<file path="src/rtl/rv32i_types.sv">
// Shared types for the cache-line burst adaptor.
package rv32i_types;

  localparam int CLA_BEATS = 4;

  typedef enum logic [1:0] {
    IDLE,
    RD_BURST,
    WR_BURST,
    DONE
  } cla_state_t;

endpackage

</file>
<file path="src/rtl/cla_timeout_ctr.sv">
// Idle-cycle counter for a memory burst; built only with CACHELINE_ADAPTOR_TIMEOUT_EN.
`ifdef CACHELINE_ADAPTOR_TIMEOUT_EN
module cla_timeout_ctr #(
  parameter int TIMEOUT = 256
) (
  input  logic clk,
  input  logic rst,
  input  logic run_i,
  input  logic beat_i,
  output logic hit_o
);

  localparam int CW = (TIMEOUT > 2) ? $clog2(TIMEOUT) : 1;

  logic [CW-1:0] cnt_q, cnt_d;

  assign hit_o = run_i && !beat_i && (cnt_q == CW'(TIMEOUT - 1));

  always_comb begin
    cnt_d = cnt_q;
    if (!run_i || beat_i)
      cnt_d = '0;
    else if (!hit_o)
      cnt_d = cnt_q + CW'(1);
  end

  always_ff @(posedge clk) begin
    if (!rst)
      cnt_q <= '0;
    else
      cnt_q <= cnt_d;
  end

endmodule
`endif

</file>
<file path="src/rtl/cacheline_burst_adaptor.sv">
// Converts cache line fill/write-back requests into BEATS-beat memory bursts.
// Optional per-beat timeout abort: CACHELINE_ADAPTOR_TIMEOUT_EN.
module cacheline_burst_adaptor
  import rv32i_types::*;
#(
  parameter int BEATS   = CLA_BEATS,
  parameter int BEAT_W  = 64,
  parameter int TIMEOUT = 256
) (
  input  logic                    clk,
  input  logic                    rst,
  input  logic                    read_i,
  input  logic                    write_i,
  input  logic [31:0]             address_i,
  input  logic [BEATS*BEAT_W-1:0] line_i,
  output logic [BEATS*BEAT_W-1:0] line_o,
  output logic                    resp_o,
  output logic [31:0]             address_o,
  output logic                    read_o,
  output logic                    write_o,
  output logic [BEAT_W-1:0]       burst_o,
  input  logic [BEAT_W-1:0]       burst_i,
  input  logic                    resp_i,
  output logic                    err_o
);

  localparam int LINE_W = BEATS * BEAT_W;
  localparam int KW     = (BEATS > 1) ? $clog2(BEATS) : 1;

  cla_state_t        state_q, state_d;
  logic [KW-1:0]     k_q, k_d;
  logic [26:0]       addr_q, addr_d;
  logic [LINE_W-1:0] wline_q, wline_d;
  logic [LINE_W-1:0] rline_q, rline_d;
  logic [BEAT_W-1:0] burst_q, burst_d;
  logic              rd_q, rd_d;
  logic              wr_q, wr_d;
  logic              resp_q, resp_d;
  logic              err_q, err_d;
  logic              last_beat;
  logic              to_hit;

`ifdef CACHELINE_ADAPTOR_TIMEOUT_EN
  logic in_burst;
  assign in_burst = (state_q == RD_BURST) || (state_q == WR_BURST);

  cla_timeout_ctr #(
    .TIMEOUT (TIMEOUT)
  ) u_timeout (
    .clk    (clk),
    .rst    (rst),
    .run_i  (in_burst),
    .beat_i (resp_i),
    .hit_o  (to_hit)
  );
`else
  assign to_hit = 1'b0;
`endif

  assign last_beat = (k_q == KW'(BEATS - 1));

  always_comb begin
    state_d = state_q;
    k_d     = k_q;
    addr_d  = addr_q;
    wline_d = wline_q;
    rline_d = rline_q;
    burst_d = burst_q;
    err_d   = err_q;
    unique case (state_q)
      IDLE: begin
        if (write_i || read_i) begin
          state_d = write_i ? WR_BURST : RD_BURST;
          k_d     = '0;
          addr_d  = address_i[31:5];
          wline_d = line_i;
          err_d   = 1'b0;
        end
      end
      RD_BURST, WR_BURST: begin
        if (resp_i) begin
          if (state_q == RD_BURST)
            rline_d[k_q*BEAT_W +: BEAT_W] = burst_i;
          if (last_beat) begin
            state_d = DONE;
            k_d     = '0;
          end else begin
            k_d = k_q + KW'(1);
          end
        end else if (to_hit) begin
          state_d = DONE;
          k_d     = '0;
          err_d   = 1'b1;
        end
      end
      DONE: state_d = IDLE;
      default: state_d = IDLE;
    endcase
    // Registered outputs track the state being entered.
    rd_d   = (state_d == RD_BURST);
    wr_d   = (state_d == WR_BURST);
    resp_d = (state_d == DONE);
    if (state_d == WR_BURST)
      burst_d = wline_d[k_d*BEAT_W +: BEAT_W];
  end

  always_ff @(posedge clk) begin
    if (!rst) begin
      state_q <= IDLE;
      k_q     <= '0;
      addr_q  <= '0;
      wline_q <= '0;
      rline_q <= '0;
      burst_q <= '0;
      rd_q    <= 1'b0;
      wr_q    <= 1'b0;
      resp_q  <= 1'b0;
      err_q   <= 1'b0;
    end else begin
      state_q <= state_d;
      k_q     <= k_d;
      addr_q  <= addr_d;
      wline_q <= wline_d;
      rline_q <= rline_d;
      burst_q <= burst_d;
      rd_q    <= rd_d;
      wr_q    <= wr_d;
      resp_q  <= resp_d;
      err_q   <= err_d;
    end
  end

  assign line_o    = rline_q;
  assign resp_o    = resp_q;
  assign address_o = {addr_q, 5'b0};
  assign read_o    = rd_q;
  assign write_o   = wr_q;
  assign burst_o   = burst_q;
  assign err_o     = err_q;

endmodule

</file>
<file path="config.mk">
export PLATFORM = sky130hd
export DESIGN_NAME = cacheline_burst_adaptor
export DESIGN_NICKNAME = d
export VERILOG_FILES = /design/src/rtl/rv32i_types.sv /design/src/rtl/cla_timeout_ctr.sv /design/src/rtl/cacheline_burst_adaptor.sv
export SDC_FILE = /design/constraint.sdc
export NUM_CORES = 1
export LEC_CHECK = 0
export ABC_AREA = 1
export CAP_MARGIN = 20
export CORE_AREA = 2 2 278 280
export CTS_CLUSTER_SIZE = 28
export DETAILED_ROUTE_END_ITERATION = 10
export DIE_AREA = 0 0 280 282
export PLACE_DENSITY = 0.73
export REMOVE_ABC_BUFFERS = 1
export SLEW_MARGIN = 20
export SYNTH_ARGS = -nofsm -noshare
export SYNTH_HDL_FRONTEND = slang
export SYNTH_SLANG_ARGS = --single-unit
</file>
<file path="constraint.sdc">
create_clock -name clk -period 2.2 [get_ports clk]
set_input_delay 0.33 -clock clk [delete_from_list [all_inputs] [get_ports clk]]
set_output_delay 0.33 -clock clk [all_outputs]
set_load 0.005 [all_outputs]
</file>
==> flow_metrics.tcl <==
set metrics [dict create \
    worstHoldEndpoint "addr_q[7]" \
    yosys_warnings 0 \
    grt_usage_pct 22.9 \
    clock_sinks 610 \
    worstSetupEndpointType "flip-flop" \
    powerDensity_nw_per_um2 812 \
    drc_errors 0 \
    ir_worst_vdd_uv 520 \
    min_period_ns 2.06 \
    fin_hold_ws_ns 0.345 \
    cp_top_family "buffers and inverters" \
    layout_common_cells "nand2_1, clkdlybuf4s50_1, dfxtp_1, inv_1, nor2_1" \
    grt_pass1_vias 25442 \
    critPathKind "flip-flop to flip-flop" \
    layout_commonest_cell "nand2_1" \
    htree_levels 3 \
    grt_max_degree 123 \
    fill_cells 7224 \
    min_path_type "primary input to flip-flop" \
    finalHoldViolations 0 \
    yosysSeqAreaShare_pct 46.5 \
    reg2reg_slack_ns 0.14 \
    grt_remaining_overflow 0 \
    rows 101 \
    rsz0062_at_grt "no" \
    die_h_um 282 \
    synth_area_leader_cell "dfxtp_1" \
    grt_pass1_wl_mm 143 \
    vias 27515 \
    synth.area.top_cells "dfxtp_1, nand2_1, inv_1, nor2_1, nand3_1" \
    arrival_ns 2.54 \
    portBuffers 701 \
    dpl.hpwl_mm 68.1 \
    cpMaxStageDelayCell "dfxtp_1" \
    dp_cells 5505 \
    cp_num_buf_inv 5 \
    crit_chain "inv_1 > ha_4 > o21ai_4 > buf_12 > buf_4 > buf_12 > o21ai_0 > nand2_1 > nand3_1 > nand3_1 > nand2_1 > inv_1" \
    layout.cells.non_filler 5628 \
    fin_ws_ns 0.142 \
    fmax_ghz 0.486 \
    core-area_um2 75700 \
    first_iter_violations 2248 \
    fin_crit_sh_pct 93.6 \
    hold_path_depth 3 \
    path_max_fanout 12 \
    p_leak_uw 0.0168 \
    cp_num_cells 12 \
    min_from "address_i[12]" \
    finalMaxSlewViolations 0 \
    r2r_end "burst_o[5]" \
    slowest_delay_ns 0.32 \
    ant_nets 0 \
    insertion_delay_ns 0.59 \
    syn_area_um2 26300 \
    clockRootBuffer "clkbuf_16" \
    grt_antenna_before_repair 7 \
    cp-start-kind "flip-flop" \
    wire_per_inst_um 16.9 \
    slew_headroom_pct 46.0 \
    setup_viol 0 \
    cts_buffer_depth 3 \
    fin_util_pct 50.9 \
    start_util_pct 34.7 \
    status "finished, final reports clean" \
    maxCapViolations 0 \
    netlist_instances 3786 \
    via_per_inst 4.89 \
    numCtsBuffers 69 \
    die_w_um 280 \
    area_delta_synth_final_pct 46.8 \
    worstRegToRegCells 12 \
    cts_tree "yes" \
    dpl_worst_slack_ns -0.104 \
    reg2reg_from "state_q[1]" \
    routabilityCongestion 0.928 \
    io_pins 713 \
    dieArea_um2 79000 \
    nets 4964 \
    clk_pin_slew_ns 0.06 \
    fin_skew_ns 0.0254 \
    drive_above_1_share_pct 9.84 \
    drt-total-wl_mm 95.2 \
    postCtsSetupBuffers 0 \
    ys_seq_elements 610 \
    dr.pass1.iters 5 \
    p_total_uw 31300 \
    worst_pin_slew_ns 0.810 \
    cp.required_ns 2.68 \
    avgSynthCellArea_um2 6.94 \
    synth_top_cell_area_share_pct 46.5 \
    ys_types 25 \
]
## cell usage after synthesis
cell type,count
nor2_1,496
a21oi_1,156
buf_6,7
clkinv_1,1
ha_1,9
clkbuf_4,1
nand2_1,854
nand4_1,62
clkbuf_2,2
nand3_1,326
clkbuf_1,122
o21ai_0,204
inv_1,546
dfxtp_1,610
conb_1,1
o21ai_1,19
a211oi_1,100
nor2_2,5
buf_2,112
a31oi_1,100
o21ai_4,1
buf_1,7
buf_4,42
nand2_2,1
inv_2,2
## metal layers
layer,part of all wire (%),up-vias,wire length (um),global-route usage (%)
li1,-,13535,-,-
met1,41,12667,39000,28.7
met2,47,1048,45100,37.9
met3,6.3,261,5980,3.35
met4,5.3,4,5040,12.8
met5,0.027,-,26,0
## worst min-delay path: cells and delay by family
family          cells  cell delay (ns)
compound gates      1             0.12
buf+inv             1             0.39
simple gates        1             0.04
## worst max path at each step
stage / from / endpoint / slack (ns)
after floorplan: rst / state_q[1] / -7.10
after global placement: write_i / burst_o[46] / -0.10
after detailed placement: read_i / burst_o[46] / -0.10
after CTS: burst_o[56] / burst_o[56] / 0.09
after global routing: state_q[1] / line_o[17] / 0.02
final: state_q[1] / burst_o[5] / 0.14
## registers in the layout, summed over array words and instances, names as in the netlist
name,flops
addr_q,27
burst_o,64
k_q,2
line_o,256
read_o,1
resp_o,1
state_q,2
wline_q,256
write_o,1
## timing repair
| action | CTS | global route |
|---|---|---|
| endpoints found under the hold margin | 0 | 0 |
| hold buffers | 0 | 0 |
| endpoints found under the setup margin | 0 | 40 |
| gates resized for setup | 0 | 4 |
## metrics by stage
| stage | cell area (um^2) | setup TNS (ns) |
|---|---|---|
| floorplan | 24800 | -4077.24 |
| global placement | 36300 | -1.72 |
| detailed placement | 36300 | -2.51 |
| CTS | 38500 | 0 |
| global route | 38500 | 0 |
| finish | 38500 | 0 |
## layout make-up
type                       instances  area, um^2  share of cell area [%]
timing repair buffer            1029       10200                    26.4
tap                              978        1220                    3.18
antenna                            5        12.5                  0.0325
sequential                       610       12200                    31.7
clock buffer                      99        2010                    5.22
clock inverter                    19         213                   0.552
inverter                         549        2070                    5.37
multi-input combinational       2339       10600                    27.6
## cell families after synthesis
family	after synthesis	share of synthesized area, %
flip-flops	610	46.5
adder cells (fa/ha/maj)	9	0.429
buffers and inverters	842	13.4
other	1	0.0143
AO/OA/AOI/OAI	580	12.5
AND/OR/NAND/NOR	1744	27.1
## where the power goes
group | switching [uW] | internal, uW
Sequential | 394 | 12000
Combinational | 3880 | 3570
Clock | 4700 | 6720
Power figures use the tool's default switching activity.
